`src/rtl/cache_mem_arbiter.sv`:
```
`default_nettype none
// ============================================================================
// Module   : cache_mem_arbiter
// Purpose  : Arbitrates a single memory port between an instruction cache and
//            a data cache. A three-state FSM (IDLE / OWN_I / OWN_D) hands
//            memory ownership to one requester at a time. Ties are broken
//            round-robin through a 1-bit last_winner register. Memory
//            responses are routed back with one cycle of latency, decoded
//            from the top two access_id bits:
//              2'b01 -> icache
//              2'b00 -> dcache
//              other -> dropped and counted
// Config   : CACHE_ARB_BURST_LOCK_EN
//              defined   : an owner keeps memory for its whole burst
//                          (access_length beats, 0 meaning 1).
//              undefined : ownership is released after every granted beat.
// Ports    : clk            - clock, rising edge
//            reset          - asynchronous, active-low reset
//            icache_req     - icache request        icache_grant - beat accepted
//            icache_rsp     - response to icache
//            dcache_req     - dcache request        dcache_grant - beat accepted
//            dcache_rsp     - response to dcache
//            mem_req        - request presented to memory
//            mem_grant      - memory accepts mem_req
//            mem_rsp        - response from memory
//            rsp_drop_count - saturating count of unroutable responses
// Revision : 1.0 - initial release
// ============================================================================

localparam int ACCESS_ID_WIDTH = 8;

typedef struct packed {
    logic                       vld;
    logic                       we;
    logic [ACCESS_ID_WIDTH-1:0] access_id;
    logic [ACCESS_ID_WIDTH-1:0] access_length;
    logic [31:0]                addr;
    logic [31:0]                data;
} request_t;

module cache_mem_arbiter #(
    parameter int DROP_CNT_WIDTH = 8
) (
    input  logic                      clk,
    input  logic                      reset,
    input  request_t                  icache_req,
    output logic                      icache_grant,
    output request_t                  icache_rsp,
    input  request_t                  dcache_req,
    output logic                      dcache_grant,
    output request_t                  dcache_rsp,
    output request_t                  mem_req,
    input  logic                      mem_grant,
    input  request_t                  mem_rsp,
    output logic [DROP_CNT_WIDTH-1:0] rsp_drop_count
);

    localparam int AW = ACCESS_ID_WIDTH;

    typedef enum logic [1:0] {
        ST_IDLE  = 2'd0,
        ST_OWN_I = 2'd1,
        ST_OWN_D = 2'd2
    } state_e;

    localparam logic LW_I = 1'b0;
    localparam logic LW_D = 1'b1;

    state_e        state_q, state_d;
    logic          last_winner_q, last_winner_d;
    logic [AW-1:0] beat_cnt_q, beat_cnt_d;

    request_t      w_own_req;
    logic          w_own_is_i;
    logic          w_own_grant;
    logic          w_burst_done;
    logic [AW-1:0] w_beat_inc;

`ifdef CACHE_ARB_BURST_LOCK_EN
    logic [AW-1:0] len_q, len_d;
    logic [AW-1:0] w_len;
    logic [AW-1:0] w_len_eff;
`endif

    // ------------------------------------------------------------------
    // Arbitration FSM: next state and request-side outputs
    // ------------------------------------------------------------------
    always_comb begin
        state_d       = state_q;
        last_winner_d = last_winner_q;
        beat_cnt_d    = beat_cnt_q;
        mem_req       = '0;
        icache_grant  = 1'b0;
        dcache_grant  = 1'b0;
        w_own_is_i    = (state_q == ST_OWN_I);
        w_own_req     = w_own_is_i ? icache_req : dcache_req;
        w_own_grant   = 1'b0;
        w_beat_inc    = beat_cnt_q + AW'(1);
`ifdef CACHE_ARB_BURST_LOCK_EN
        len_d         = len_q;
        // The first beat uses the live length; later beats the latched one.
        w_len         = (beat_cnt_q == '0) ? w_own_req.access_length : len_q;
        w_len_eff     = (w_len == '0) ? AW'(1) : w_len;
        w_burst_done  = (w_beat_inc == w_len_eff);
`else
        w_burst_done  = 1'b1;
`endif

        unique case (state_q)
            ST_IDLE: begin
                // Counter is cleared here so every OWN state starts at zero.
                beat_cnt_d = '0;
                if (icache_req.vld && dcache_req.vld) begin
                    state_d = (last_winner_q == LW_D) ? ST_OWN_I : ST_OWN_D;
                end else if (icache_req.vld) begin
                    state_d = ST_OWN_I;
                end else if (dcache_req.vld) begin
                    state_d = ST_OWN_D;
                end
            end
            ST_OWN_I, ST_OWN_D: begin
                mem_req      = w_own_req;
                w_own_grant  = mem_grant & w_own_req.vld;
                icache_grant = w_own_grant & w_own_is_i;
                dcache_grant = w_own_grant & ~w_own_is_i;
                if (!w_own_req.vld) begin
                    // Owner withdrew mid-burst: abandon the burst.
                    state_d       = ST_IDLE;
                    last_winner_d = w_own_is_i ? LW_I : LW_D;
                end else if (w_own_grant) begin
                    beat_cnt_d = w_beat_inc;
`ifdef CACHE_ARB_BURST_LOCK_EN
                    if (beat_cnt_q == '0) begin
                        len_d = w_own_req.access_length;
                    end
`endif
                    if (w_burst_done) begin
                        state_d       = ST_IDLE;
                        last_winner_d = w_own_is_i ? LW_I : LW_D;
                    end
                end
            end
            default: begin
                state_d = ST_IDLE;
            end
        endcase
    end

    // ------------------------------------------------------------------
    // Response routing: independent of FSM state, one cycle of latency
    // ------------------------------------------------------------------
    request_t                  icache_rsp_q, icache_rsp_d;
    request_t                  dcache_rsp_q, dcache_rsp_d;
    logic [DROP_CNT_WIDTH-1:0] drop_cnt_q, drop_cnt_d;
    logic [1:0]                w_rsp_prefix;

    always_comb begin
        w_rsp_prefix     = mem_rsp.access_id[AW-1 -: 2];
        icache_rsp_d     = mem_rsp;
        icache_rsp_d.vld = mem_rsp.vld && (w_rsp_prefix == 2'b01);
        dcache_rsp_d     = mem_rsp;
        dcache_rsp_d.vld = mem_rsp.vld && (w_rsp_prefix == 2'b00);
        drop_cnt_d       = drop_cnt_q;
        // Prefixes 2'b10 and 2'b11 have no destination.
        if (mem_rsp.vld && w_rsp_prefix[1] && (drop_cnt_q != '1)) begin
            drop_cnt_d = drop_cnt_q + DROP_CNT_WIDTH'(1);
        end
    end

    // ------------------------------------------------------------------
    // State registers
    // ------------------------------------------------------------------
    always_ff @(posedge clk or negedge reset) begin
        if (!reset) begin
            state_q       <= ST_IDLE;
            last_winner_q <= LW_D;
            beat_cnt_q    <= '0;
            icache_rsp_q  <= '0;
            dcache_rsp_q  <= '0;
            drop_cnt_q    <= '0;
`ifdef CACHE_ARB_BURST_LOCK_EN
            len_q         <= '0;
`endif
        end else begin
            state_q       <= state_d;
            last_winner_q <= last_winner_d;
            beat_cnt_q    <= beat_cnt_d;
            icache_rsp_q  <= icache_rsp_d;
            dcache_rsp_q  <= dcache_rsp_d;
            drop_cnt_q    <= drop_cnt_d;
`ifdef CACHE_ARB_BURST_LOCK_EN
            len_q         <= len_d;
`endif
        end
    end

    assign icache_rsp     = icache_rsp_q;
    assign dcache_rsp     = dcache_rsp_q;
    assign rsp_drop_count = drop_cnt_q;

endmodule

`default_nettype wire
```
`config.mk`:
```
export PLATFORM = sky130hd
export DESIGN_NAME = cache_mem_arbiter
export DESIGN_NICKNAME = d
export VERILOG_FILES = /design/src/rtl/cache_mem_arbiter.sv
export SDC_FILE = /design/constraint.sdc
export NUM_CORES = 1
export LEC_CHECK = 0
export CORE_AREA = 2 2 196 198
export CTS_CLUSTER_DIAMETER = 60
export DETAILED_ROUTE_END_ITERATION = 6
export DIE_AREA = 0 0 198 200
export PLACE_DENSITY = 0.55
export SYNTH_ARGS = -nofsm -noshare
export SYNTH_HDL_FRONTEND = slang
export SYNTH_SLANG_ARGS = --single-unit
```
`constraint.sdc`:
```
create_clock -name clk -period 1.6 [get_ports clk]
set_input_delay 0.16 -clock clk [delete_from_list [all_inputs] [get_ports clk]]
set_output_delay 0.16 -clock clk [all_outputs]
set_load 0.05 [all_outputs]
```
==> run summary, run 1 <==
Area growth syn-to-layout = 167%
Via density = 3.43
status = finished with violations
Ys Warns = 0
worst-path fanout max = 9
Port Buffers = 504
largest net degree at the start of global routing = 42
Clock power frac = 0.082
first-pass GRT wire length = 31.7 mm
Worst Path Required = 1440 ps
DR WL met3 = 2.10 mm
RSZ-0062 raised after global routing = yes
clk slew on worst S/H paths = 80 ps
total track usage = 0.110
PnR worst setup slack = -468 ps
antenna-violating nets left = 0
Synth area leaders = dfrtp_1 (49%), mux2i_1 (18%), buf_4 (14%), nor2b_1 (11%), ha_1 (0.79%)
Initial Util = 0.127
critical path arrival = 1910 ps
Seq/Total Area, Yosys = 0.497
dpl hpwl = 18.8 mm
Synth Net Count = 666
Final setup viols = 86
Ports = 505
Worst Setup Path Type = register to primary output
min-delay worst type = input port to asynchronous set/reset pin
Synth Cell Area = 4740 sq um
core area = 37400 sq um
num rows = 71
first-pass iteration count of the detailed router = 4
CTS Buffer Depth = 2
Sink Count = 94
crit share post-route = 1.29
Synth top area share = 0.491
routed wire length = 23.7 mm
CP Capture Type = primary output
Worst-Margin Slew = 262 ps
Die Wd = 198 um
Pwr Total = 0.0273 W
Final Critical Period = 2070 ps
Fin. Hold Viols = 0
CP Launch Type = register
internal power = 0.0155 W
synth unique cells = 29
post-synthesis average cell area = 11.4 sq um
top sig layer = met5
P per Cell Area = 2160 nW/um^2
cell taking the most area after synthesis = dfrtp_1
Comb pwr share = 0.814
WL per Instance = 16.9 um
f_max = 0.483 GHz
total grt overflow = 0
Clock Skew = 0.995 ps
Seq cells post-synth = 94
number of diodes = 0
slew margin rel. = 0.820
layout cells sized above 1 = 0.560
CTS tree = yes
chip height = 200 um
Worst-Skew Late Latency = 350 ps
VDD IR-drop max = 1870 uV
Layout Nets = 1134
register-to-register setup slack = -360 ps
vias = 4797
die area = 39600 sq um
Max Cap Viol = 0
NetSw = 0.0118 W
initial antenna violation count = 2
RR Endpoint = state_q[0]
TritonCTS Buffers = 9
final cell count without fillers = 1398
R2R cell count = 9
H-tree depth = 3
vias in the first global route = 4925
DRC errors left = 0
Leak = 5.20 nW
# fillers = 3682
Starting DRT DRC Count = 40
Reg-to-Reg Start = state_q[1]
gp weighted congestion = 0.727
Syn Inst Count = 414
Cells after DPL = 1356
Slew Limit Fails = 0
metal2 WL = 13.1 mm
worst hold slack = 213 ps
failing checks = negative setup slack
Storage cell area = 2360 sq um
Switching Fraction = 0.433
Root Driver = clkbuf_16
wire length on met1 = 8.14 mm
Seq pwr share = 0.104
Multi-input gate area = 3040 sq um
==> layer usage <==
metal / track usage / up-vias
met2: 0.210 / 306
li1: - / 2225
met1: 0.116 / 2245
met3: 0.0348 / 19
met5: 0 / -
met4: 0.0306 / 2
==> worst max path at each step <==
stage                     from          end  slack (ps)
floorplan           state_q[1]  mem_req[10]         -40
global placement    state_q[1]  mem_req[67]        -160
detailed placement  state_q[1]  mem_req[67]        -170
CTS                 state_q[1]  mem_req[48]        -470
global route        state_q[1]  mem_req[54]        -550
finish              state_q[1]  mem_req[54]        -470
==> cell families after synthesis <==
group,Yosys count,share of synthesized area
and+or+nand+nor,110,0.139
buffers and inverters,107,0.155
DFF,94,0.497
muxes,86,0.182
AOI/OAI and AO/OA,12,0.0153
adders and majority gates,3,0.00792
xor gates and xnor gates,2,0.00370
==> power by group through the flow <==
stage / clock [W] / sequential, W / combinational [W]
detailed placement: 0 / 0.00290 / 0.0184
floorplan: 0 / 0.00352 / 0.00988
CTS: 0.00238 / 0.00285 / 0.0215
finish: 0.00224 / 0.00286 / 0.0222
global placement: 0 / 0.00289 / 0.0184
global route: 0.00249 / 0.00288 / 0.0231
==> layout make-up <==
type	instances	share of cell area
Clock inverter	7	0.00593
Clock buffer	9	0.0178
Timing Repair Buffer	557	0.497
Multi-Input combinational cell	213	0.240
Sequential cell	94	0.186
Tap cell	511	0.0505
Inverter	7	0.00208
==> state kept, by name (all words and copies together), names as in the netlist <==
| signal | flops |
|---|---|
| last_winner_q | 1 |
| dcache_rsp | 82 |
| state_q | 2 |
| rsp_drop_count | 8 |
| icache_rsp | 1 |
==> synthesized netlist by cell type <==
cell type	n
dfrtp_1	93
buf_4	88
mux2i_1	84
nor2b_1	82
clkbuf_1	9
inv_1	7
nor2_1	7
nand2_1	6
nand3_1	5
a21oi_1	4
buf_2	3
ha_1	3
o21ai_0	3
and3_1	2
mux2_2	2
nand4_1	2
xnor2_1	2
a21boi_1	1
a31oi_1	1
a32o_1	1
and3b_1	1
and4_1	1
dfstp_2	1
nand2b_1	1
nor3_1	1
nor3b_1	1
o2111ai_1	1
o21ai_1	1
or3b_4	1
==> placed cells by master (no fill, tap or decap), types with 9 or more instances in the layout <==
cell type          n
buf_12            95
buf_16             9
buf_4            189
buf_6              9
clkbuf_16         13
clkdlybuf4s50_1  247
dfrtp_1           88
mux2i_1           12
mux2i_2           19
mux2i_4           53
nor2b_4           75
==> metrics by stage <==
step	TNS, ps	util	area, sq um	setup WS, ps
2_1_floorplan	-732	-	5370	-43.7
3_3_place_gp	-3610	0.295	11000	-159
3_5_place_dp	-4720	0.295	11000	-167
4_1_cts	-36430	0.326	12200	-473
5_1_grt	-40590	0.338	12700	-551
6_report	-34940	0.338	12700	-468
==> worst max-delay path: stages, from the launching register on <==
cell and delay [ps]:
dfrtp_1 410, inv_2 90, ha_4 170, buf_12 170
buf_16 170, mux2i_1 300, nor2b_4 80, buf_12 150
==> what timing repair did <==
action                                  CTS  global route
resized for setup                       105            58
hold buffers                              1             0
setup buffers                            12             1
pin swaps                                 2             1
endpoints found under the setup margin   86            87
hold endpoints to repair                 93             0
gates cloned                              7             5
(Power assumes the default switching activity.)
==> run 2, diff against run 1 <==
--- a/config.mk
+++ b/config.mk
@@ -10,6 +10,7 @@
 export DETAILED_ROUTE_END_ITERATION = 6
 export DIE_AREA = 0 0 198 200
 export PLACE_DENSITY = 0.55
+export SLEW_MARGIN = 20
 export SYNTH_ARGS = -nofsm -noshare
 export SYNTH_HDL_FRONTEND = slang
 export SYNTH_SLANG_ARGS = --single-unit
==> results of run 2 <==
The final DEF is identical to that of run 1; final timing and power are the same.
